[src/rtl/sys_defs_pkg.sv]
// Shared machine-wide definitions: datapath widths, ALU opcodes, the packet
// handed from a reservation station to its functional unit, and the ALU
// reservation-station entry layout.

`ifndef XLEN
`define XLEN 32
`endif

`ifndef PRF_LEN
`define PRF_LEN 6
`endif

`ifndef ROB_LEN
`define ROB_LEN 5
`endif

package sys_defs;

    localparam int XLEN_W = `XLEN;
    localparam int PRF_W  = `PRF_LEN;
    localparam int ROB_W  = `ROB_LEN;

    typedef enum logic [3:0] {
        ALU_ADD  = 4'h0,
        ALU_SUB  = 4'h1,
        ALU_SLT  = 4'h2,
        ALU_SLTU = 4'h3,
        ALU_AND  = 4'h4,
        ALU_OR   = 4'h5,
        ALU_XOR  = 4'h6,
        ALU_SLL  = 4'h7,
        ALU_SRL  = 4'h8,
        ALU_SRA  = 4'h9
    } ALU_FUNC;

    typedef struct packed {
        logic [XLEN_W-1:0] opa_value;
        logic [XLEN_W-1:0] opb_value;
        logic [PRF_W-1:0]  dest_preg_idx;
        logic [ROB_W-1:0]  rob_index;
        ALU_FUNC           alu_func;
    } RS_FU_PACKET;

    typedef struct packed {
        logic              valid;
        logic              opa_ready;
        logic [XLEN_W-1:0] opa_value;
        logic [PRF_W-1:0]  opa_preg;
        logic              opb_ready;
        logic [XLEN_W-1:0] opb_value;
        logic [PRF_W-1:0]  opb_preg;
        logic [PRF_W-1:0]  dest_preg_idx;
        logic [ROB_W-1:0]  rob_index;
        ALU_FUNC           alu_func;
    } RS_ALU_ENTRY;

    // True when a valid CDB broadcast carries the tag an operand waits on.
    function automatic logic tag_match(
        input logic             bus_valid,
        input logic [PRF_W-1:0] bus_tag,
        input logic [PRF_W-1:0] preg
    );
        return bus_valid && (bus_tag == preg);
    endfunction

    // Strip the bookkeeping fields off an entry to form the issue packet.
    function automatic RS_FU_PACKET entry_to_packet(input RS_ALU_ENTRY e);
        RS_FU_PACKET p;
        p.opa_value     = e.opa_value;
        p.opb_value     = e.opb_value;
        p.dest_preg_idx = e.dest_preg_idx;
        p.rob_index     = e.rob_index;
        p.alu_func      = e.alu_func;
        return p;
    endfunction

endpackage

[src/rtl/ps_lowest.sv]
// Lowest-index priority selector: one-hot grant of the lowest set request bit,
// plus a flag that is high when any request bit is set.

module ps_lowest #(
    parameter int WIDTH = 8
) (
    input  logic [WIDTH-1:0] req,
    output logic [WIDTH-1:0] gnt,
    output logic             any
);

    // Scan upward from bit 0 and pass only the first set request.
    always_comb begin
        logic seen;
        seen = 1'b0;
        gnt  = '0;
        for (int i = 0; i < WIDTH; i++) begin
            gnt[i] = req[i] & ~seen;
            seen   = seen | req[i];
        end
    end

    assign any = |req;

endmodule

[src/rtl/rs_alu.sv]
// Reservation station for the single-cycle integer ALU. Holds dispatched
// instructions until both operands are captured (at dispatch, by same-cycle
// CDB bypass, or by later CDB wakeup) and issues the lowest-index ready entry
// each cycle through a registered packet.
//
// Handshake: dispatch_valid is a request with no ready return; it is accepted
// at the edge only when rs_alu_full is low and flush is low, otherwise it is
// dropped. alu_enable qualifies rs_fu_packet for exactly the cycle it is high;
// the ALU always accepts, so issue never stalls.

module rs_alu
    import sys_defs::*;
#(
    parameter int RS_SIZE = 8
) (
    input  logic              clock,
    input  logic              reset,

    input  logic              dispatch_valid,
    input  logic              dispatch_opa_ready,
    input  logic [XLEN_W-1:0] dispatch_opa_value,
    input  logic [PRF_W-1:0]  dispatch_opa_preg,
    input  logic              dispatch_opb_ready,
    input  logic [XLEN_W-1:0] dispatch_opb_value,
    input  logic [PRF_W-1:0]  dispatch_opb_preg,
    input  logic [PRF_W-1:0]  dispatch_dest_preg_idx,
    input  logic [ROB_W-1:0]  dispatch_rob_index,
    input  ALU_FUNC           dispatch_alu_func,

    input  logic              cdb_valid,
    input  logic [PRF_W-1:0]  cdb_preg_idx,
    input  logic [XLEN_W-1:0] cdb_value,

    input  logic              flush,

    output logic              rs_alu_full,
    output RS_FU_PACKET       rs_fu_packet,
    output logic              alu_enable
);

    RS_ALU_ENTRY               entries      [RS_SIZE];
    RS_ALU_ENTRY               entries_next [RS_SIZE];
    RS_ALU_ENTRY               dispatch_entry;
    RS_FU_PACKET               issue_packet;

    logic [RS_SIZE-1:0]        valid_vec;
    logic [RS_SIZE-1:0]        ready_vec;
    logic [RS_SIZE-1:0]        free_onehot;
    logic [RS_SIZE-1:0]        issue_onehot;
    logic                      free_any;
    logic                      issue_any;
    logic                      dispatch_fire;

    // Per-entry status vectors seen by the two selectors.
    always_comb begin
        for (int i = 0; i < RS_SIZE; i++) begin
            valid_vec[i] = entries[i].valid;
            ready_vec[i] = entries[i].valid & entries[i].opa_ready & entries[i].opb_ready;
        end
    end

    ps_lowest #(.WIDTH(RS_SIZE)) u_free_sel (
        .req (~valid_vec),
        .gnt (free_onehot),
        .any (free_any)
    );

    ps_lowest #(.WIDTH(RS_SIZE)) u_issue_sel (
        .req (ready_vec),
        .gnt (issue_onehot),
        .any (issue_any)
    );

    // Full reflects only register state, so a slot freed by this cycle's
    // issue shows up as free one cycle later.
    assign rs_alu_full   = ~free_any;
    assign dispatch_fire = dispatch_valid & ~rs_alu_full & ~flush;

    // Build the entry to be written on dispatch, including same-cycle CDB bypass.
    always_comb begin
        dispatch_entry               = '0;
        dispatch_entry.valid         = 1'b1;
        dispatch_entry.opa_ready     = dispatch_opa_ready;
        dispatch_entry.opa_value     = dispatch_opa_value;
        dispatch_entry.opa_preg      = dispatch_opa_preg;
        dispatch_entry.opb_ready     = dispatch_opb_ready;
        dispatch_entry.opb_value     = dispatch_opb_value;
        dispatch_entry.opb_preg      = dispatch_opb_preg;
        dispatch_entry.dest_preg_idx = dispatch_dest_preg_idx;
        dispatch_entry.rob_index     = dispatch_rob_index;
        dispatch_entry.alu_func      = dispatch_alu_func;
        if (!dispatch_opa_ready && tag_match(cdb_valid, cdb_preg_idx, dispatch_opa_preg)) begin
            dispatch_entry.opa_ready = 1'b1;
            dispatch_entry.opa_value = cdb_value;
        end
        if (!dispatch_opb_ready && tag_match(cdb_valid, cdb_preg_idx, dispatch_opb_preg)) begin
            dispatch_entry.opb_ready = 1'b1;
            dispatch_entry.opb_value = cdb_value;
        end
    end

    // Next entry contents: flush clears, issue frees, wakeup captures, dispatch fills.
    always_comb begin
        for (int i = 0; i < RS_SIZE; i++) begin
            entries_next[i] = entries[i];
            if (flush) begin
                entries_next[i].valid = 1'b0;
            end else if (issue_onehot[i]) begin
                entries_next[i] = '0;
            end else if (entries[i].valid) begin
                if (!entries[i].opa_ready &&
                    tag_match(cdb_valid, cdb_preg_idx, entries[i].opa_preg)) begin
                    entries_next[i].opa_ready = 1'b1;
                    entries_next[i].opa_value = cdb_value;
                end
                if (!entries[i].opb_ready &&
                    tag_match(cdb_valid, cdb_preg_idx, entries[i].opb_preg)) begin
                    entries_next[i].opb_ready = 1'b1;
                    entries_next[i].opb_value = cdb_value;
                end
            end else if (dispatch_fire && free_onehot[i]) begin
                entries_next[i] = dispatch_entry;
            end
        end
    end

    // Mux the selected winner's fields into the packet to be registered.
    always_comb begin
        issue_packet = '0;
        for (int i = 0; i < RS_SIZE; i++) begin
            if (issue_onehot[i]) begin
                issue_packet = entry_to_packet(entries[i]);
            end
        end
    end

    // Entry storage; reset clears every field, including valid and ready bits.
    always_ff @(posedge clock or negedge reset) begin
        if (!reset) begin
            for (int i = 0; i < RS_SIZE; i++) begin
                entries[i] <= '0;
            end
        end else begin
            for (int i = 0; i < RS_SIZE; i++) begin
                entries[i] <= entries_next[i];
            end
        end
    end

    // Registered issue port; the packet holds its last value when idle.
    always_ff @(posedge clock or negedge reset) begin
        if (!reset) begin
            alu_enable   <= 1'b0;
            rs_fu_packet <= '0;
        end else if (flush) begin
            alu_enable   <= 1'b0;
        end else begin
            alu_enable   <= issue_any;
            if (issue_any) begin
                rs_fu_packet <= issue_packet;
            end
        end
    end

endmodule
[config.mk]
export PLATFORM = sky130hd
export DESIGN_NAME = rs_alu
export DESIGN_NICKNAME = d
export VERILOG_FILES = /design/src/rtl/sys_defs_pkg.sv /design/src/rtl/ps_lowest.sv /design/src/rtl/rs_alu.sv
export SDC_FILE = /design/constraint.sdc
export NUM_CORES = 2
export LEC_CHECK = 0
export ABC_AREA = 1
export BUFFER_PORTS_ARGS = -buffer_cell sky130_fd_sc_hd__buf_2
export CAP_MARGIN = 40
export CELL_PAD_IN_SITES_DETAIL_PLACEMENT = 1
export CELL_PAD_IN_SITES_GLOBAL_PLACEMENT = 2
export CORE_MARGIN = 3
export CORE_UTILIZATION = 38
export DETAILED_ROUTE_END_ITERATION = 12
export GPL_ROUTABILITY_DRIVEN = 1
export MAX_ROUTING_LAYER = met4
export PLACE_DENSITY_LB_ADDON = 0.1
export SYNTH_ARGS = -nofsm -noshare
export SYNTH_HDL_FRONTEND = slang
export SYNTH_SLANG_ARGS = --single-unit
[constraint.sdc]
create_clock -name clock -period 5 [get_ports clock]
set_input_delay 0.25 -clock clock [delete_from_list [all_inputs] [get_ports clock]]
set_output_delay 0.25 -clock clock [all_outputs]
set_load 0.02 [all_outputs]
# After elaboration in Yosys (flattened, before gate mapping)
# Index checks and enable logic that the tools add are counted.
# word_totals
reg_bits	832
elab_cells	385
input_bits	136
out_inout_bits	81
# op_classes
eq_ne	42
bitwise	61
n_reduce_logical	105
muxes	91
# op_table
op	count
$mux 94	16
$mux 33	34
$mux 79	8
$mux 21	8
$eq 6x6->1	18
$reduce_and 3->1	24
$mux 6	8
$ne 3x1->1 const B	16
$logic_and 1x1->1	44
$and 1x1->1	32
$reduce_bool 3->1	8
$logic_not 1->1	18
$mux 1	17
$ne 2x1->1 const B	8
$not 1->1	16
$reduce_bool 2->1	8
$reduce_or 8->1	2
$or 1x1->1	12
$not 8->8	1
$reduce_and 2->1	1

# Logic depth before layout (Yosys ltp)
# logic_depth
ltp_word	14
depth_mapped	15
ltp_nobuf	13

# Hierarchy
# From an unflattened synthesis, not the netlist that was laid out.
# hier_totals
hier_cells	7070
area_unflattened_um2	47867.2
# by_module_without_submodules
module	cells_per_inst	n_inst	area_each_um2	seq_area_each_um2
rs_alu	7030	1	47644.4	20820.0
ps_lowest	20	2	111.4	0.0

# Worst setup path before layout
# Ideal clock, no wire load.
# synth_path
path_type	reg2reg
start	register entries[751] in the netlist's numbering
end	register entries[361] in the netlist's numbering
path_buffers	2
setup_ps	118
path_slack_ps	3154
stages_incl_launch_ff	15
required_ps	4882
period_less_slack_ps	1846
arrival_ps	1729
path_cell_list	dfrtp_1 > buf_4 > nand3_4 > nand2_4 > nor2_8 > nand2_4 > nor2_4 > inv_2 > nand2_1 > nor2_1 > nor2_4 > inv_2 > buf_4 > nand2_1 > nand2_1
# synth_via
elab_chain_cells	9
word_cells_on_any_way	21
classes_between	1 x eq/ne; 1 x mux; 15 x bitwise; 4 x reduce/logical
# synth_rtl
element	line	rtl
from (decl)	rs_alu.sv:41	RS_ALU_ENTRY entries [RS_SIZE];
from (signal, indexed assignment)	rs_alu.sv:145	entries[i] <= entries_next[i];
$and 1x1->1 / $not 8->8 (equally long branches)	rs_alu.sv:58, rs_alu.sv:63	
$and 1x1->1 / $or 1x1->1 (equally long branches)	rs_alu.sv:58, ps_lowest.sv:19	
$or 1x1->1 (2 in a row)	ps_lowest.sv:19	seen = seen | req[i];
$or 1x1->1 / $not 1->1 (equally long branches)	ps_lowest.sv:19, ps_lowest.sv:18	
$not 1->1 / $and 1x1->1 (equally long branches)	ps_lowest.sv:18	gnt[i] = req[i] & ~seen;
$and 1x1->1 / $logic_and 1x1->1 (equally long branches)	ps_lowest.sv:18, rs_alu.sv:121	
$ne 3x1->1 (no source line) / $reduce_bool 3->1 (equally long branches)	--	
$reduce_and 3->1 (no source line)	--	
# Several ways; a longest one is shown, not always the timed one.
# A chain may end at the register's enable or synchronous reset.

# Final worst setup path
# layout_path
start	register entries[751] in the netlist's numbering
end	register entries[7] in the netlist's numbering
# layout_via
elab_chain_cells	12
word_cells_on_any_way	27
classes_between	1 x eq/ne; 1 x mux; 21 x bitwise; 4 x reduce/logical
# layout_rtl
element	line
$and 1x1->1 / $not 8->8 (equally long branches)	rs_alu.sv:58, rs_alu.sv:63
$and 1x1->1 / $or 1x1->1 (equally long branches)	rs_alu.sv:58, ps_lowest.sv:19
$or 1x1->1 (5 in a row)	ps_lowest.sv:19
$or 1x1->1 / $not 1->1 (equally long branches)	ps_lowest.sv:19, ps_lowest.sv:18
$not 1->1 / $and 1x1->1 (equally long branches)	ps_lowest.sv:18
$and 1x1->1 / $logic_and 1x1->1 (equally long branches)	ps_lowest.sv:18, rs_alu.sv:121
$ne 2x1->1 (no source line) / $reduce_bool 2->1 (equally long branches)	--
$reduce_and 3->1 (no source line)	--
# Several ways; a longest one is shown, not always the timed one.

==> summary.txt <==
Outcome
  – Outcome: complete, no violations

Route
  – Via/cell ratio: about 5.7
  – DRC Markers: 0
  – Routed Antenna Nets: 0
  – WL met3: 17700 um
  – Detailed-route via count: between 50k and 60k
  – TritonRoute pass-1 iters: 6
  – Met1 wire length: 102000 um
  – DR WL/cell: 26.7 um
  – Met2 wire length: 108000 um
  – Detailed Route WL: 237000 um
  – Initial DRC count: 4642
  – Uppermost routed layer: met4

Critical path
  – R2R Setup Slk: 1.32 ns
  – Reg2Reg Launch Point: entries[751]$_DFF_PN0_
  – CP Class: flop to flop
  – Startpoint types: flop
  – Terminus of the critical flop-to-flop path: entries[7]$_DFFE_PN0P_
  – Worst Setup EP: entries[7]$_DFFE_PN0P_
  – Worst Setup End Kind: flop
  – Max FO, Critical Path: 22
  – CP startpoint: entries[751]$_DFF_PN0_
  – Critical Path RT: 5.58 ns
  – WP data arrival: 4.26 ns
  – Reg2reg path depth: 11

GRT
  – Initial antenna violation count: 10
  – Total Routing Usage GR: 37.0%
  – Largest net degree at the start of global routing: between 100 and 150
  – Global-route wire length before repair: 348000 um
  – Vias in the first global route: between 50k and 60k
  – Global route overflow: 0

Timing
  – Slew Limit Fails: 0
  – Tcrit/Tclk final: 73.5%
  – Fmax: between 200 and 300 MHz
  – Final worst path period need: 3.68 ns
  – # setup viols final: 0
  – RSZ-0062 raised after global routing: false
  – Setup TNS: 0 ns
  – Clk_skew: 0.0304 ns
  – Worst-margin pin slew: 0.925 ns
  – Final Hold Fails: 0
  – Max-slew headroom: 38.2%

Synthesis
  – Simple-gate share of the synthesized area: 36.7%
  – Post-synthesis sequential area ratio: 43.7%
  – Compound-Gate Fraction of Synth Area: under 10%
  – Post-synth cell types: 45
  – Ys Warns: 0
  – Mapped Area: 47700 um^2
  – Synthesized flop and latch total: ~830
  – Main combinational cell family by area after synthesis: simple AND/OR/NAND/NOR gates
  – Mux cell area share after synthesis: 0%
  – Cells after Synth: 7012
  – Synth Net Count: 7148
  – Avg Synthesized Cell Area: approximately 6.8 um^2
  – Post-Synth Adder-Cell Area: 0%
  – Synth Area in XOR/XNOR: 0.827%

Clocking
  – Clock Tree Buf Depth: 3
  – Clock latency on the worst-skew pair: 0.75 ns
  – Total CTS buffers: 103
  – Clock tree sinks: 832
  – Post-CTS Resized: 0
  – H-tree depth: 3
  – TritonCTS clock tree: done
  – Clock-pin slew on the worst setup and hold paths: 0.06 ns
  – Root buffer cell: clkbuf_16

Layout
  – Final Cell Area: 55300 um^2
  – Non-Filler Instances: 8892
  – Layout cell share with drive strength beyond 1: 9.21%
  – Layout Nets: 7299
  – Fill cells: 15.9k
  – Area Overhead vs Synth: 16.0%
  – Finished Core Util: around 45%

Pwr
  – Final Power: 0.0175 W
  – Seq pwr share: 43.5%
  – Leak: 31.1 nW
  – PwrDens: 316 nW/um^2
  – Switching power share of the total: between 20% and 30%
  – Internal: about 0.012 W
  – Combinational share of power: about an eighth
  – VDD IR-drop max: about 0.26 mV
  – P_sw: 0.00508 W
  – Share of total power in the clock network: 44.7%

Placed design
  – Placed cell areas: 50700 um^2
  – IO buf count: 216
  – Routability cong.: a little under 0.9
  – Placed cell count: 8582
  – Dpl hpwl: 144000 um

Die
  – Row Count: ~130
  – Die span in y: 360 um
  – Boundary pin count: approximately 220
  – Core ar.: 124000 um^2
  – Die Area: 130000 um^2
  – Die Wd: 360 um
  – Initial Util: 38.4%

Worst hold path
  – Hold Crit Class: input port to flop
  – WHS Path Cells: 5

Flow run
  – MaxCap Viol Count: 0
synth_stat cells, drive strengths merged:
library cell / instances / area (um^2)
and2: 1 / 6.26
o22ai: 200 / 1250
inv: 731 / 2750
o2111ai: 1 / 8.76
nor2: 477 / 1910
nand4: 84 / 541
a21oi: 194 / 982
nand3b: 7 / 52.6
o211a: 1 / 10.0
or2: 7 / 43.8
and3: 2 / 12.5
clkinv: 9 / 33.8
o21ai: 357 / 1820
nand2: 2758 / 10400
o211ai: 4 / 30.0
buf: 238 / 1340
xor2: 13 / 114
a31oi: 2 / 27.5
clkbuf: 192 / 722
a21boi: 1 / 7.51
dfrtp: 832 / 20800
nor3: 12 / 76.3
nand3: 857 / 4410
xnor2: 32 / 280
layout by cell type, fill, tap and decap left out, drive strengths merged:
cell / netlist / routed
nand4: 84 / 84
a21oi: 194 / 194
dfrtp: 832 / 832
diode: 0 / 3
o211a: 1 / 1
o22ai: 200 / 200
o2111ai: 1 / 1
clkbuf: 192 / 164
buf: 238 / 364
and2: 1 / 1
a21boi: 1 / 1
nand3b: 7 / 7
o211ai: 4 / 4
bufinv: 0 / 2
o21ai: 357 / 357
and3: 2 / 2
a31oi: 2 / 2
inv: 731 / 728
xnor2: 32 / 32
dlygate4sd3: 0 / 112
clkinvlp: 0 / 1
nor3: 12 / 12
xor2: 13 / 13
nand2: 2758 / 2758
or2: 7 / 7
nand3: 857 / 857
nor2: 477 / 477
clkinv: 9 / 39
stage by stage:
step | hold WS (ns) | setup slack (ns)
6_report | 0.0372 | 1.32
5_1_grt | 0.0305 | 1.16
4_1_cts | 0.00170 | 1.38
3_5_place_dp | 0.338 | 1.43
3_3_place_gp | 0.331 | 1.49
2_1_floorplan | -0.0456 | 3.15
metal layers:
layer	track usage (%)	vias to the layer above
met5	-	-
met4	12.8	0
met3	5.25	492
met2	57.8	2110
met1	49.4	25800
li1	-	22500
cell type report:
type	count	area (um^2)	area share, %
sequential	832	20800	37.7
clock inverter	30	307	0.554
inverter	740	2800	5.05
antenna	3	7.51	0.0136
clock buffer	164	3180	5.74
tap	1637	2050	3.70
multi-input combinational	5010	22200	40.1
timing repair buffer	476	3950	7.15
sequential cells by signal (all words and copies together), names as in the netlist:
name	flops
rs_fu_packet	79
alu_enable	1
entries	752
power groups by stage:
stage / clock network [W] / registers (W) / logic (W)
after floorplan: 0 / 0.00766 / 0.00108
after global placement: 0 / 0.00768 / 0.00190
after detailed placement: 0 / 0.00771 / 0.00196
after CTS: 0.00791 / 0.00759 / 0.00205
after global routing: 0.00817 / 0.00765 / 0.00227
final: 0.00780 / 0.00760 / 0.00207
worst max-delay path, cell delays in order (launching register included):
cell	delay [ns]
dfrtp_1	0.60
buf_4	0.36
nand2_4	0.11
nor2_4	0.21
nand4_1	0.14
nor2_1	0.17
nor2_2	0.07
nor2_4	0.68
nand2_1	0.53
buf_4	0.41
nand2_1	0.10
o21ai_0	0.10
timing repair:
item | 4_1_cts | 5_1_grt
endpoints found under the hold margin | 419 | 0
hold buffers | 112 | 0
buffers inserted | 0 | 0
worst min path at each step:
stage,startpoint,endpoint,slack [ns]
global placement,reset,rs_fu_packet[24]$_DFFE_PN0P_,0.33
CTS,dispatch_opa_preg[1],entries[619]$_DFFE_PN0P_,0.002
global route,dispatch_opa_preg[1],entries[619]$_DFFE_PN0P_,0.03
finish,dispatch_opb_value[28],entries[331]$_DFFE_PN0P_,0.04
detailed placement,reset,rs_fu_packet[24]$_DFFE_PN0P_,0.34
floorplan,reset,alu_enable$_DFF_PN0_,-0.05
cell families (layout without fill, tap and decap cells):
family                    count (synthesis)  count (layout)
xor gates and xnor gates                 45              45
AOI/OAI and AO/OA                       760             760
buffers and inverters                  1170            1410
other                                     0               3
and+or+nand+nor                        4205            4205
DFF                                     832             832
No activity file was read; power rests on OpenSTA's default activity.
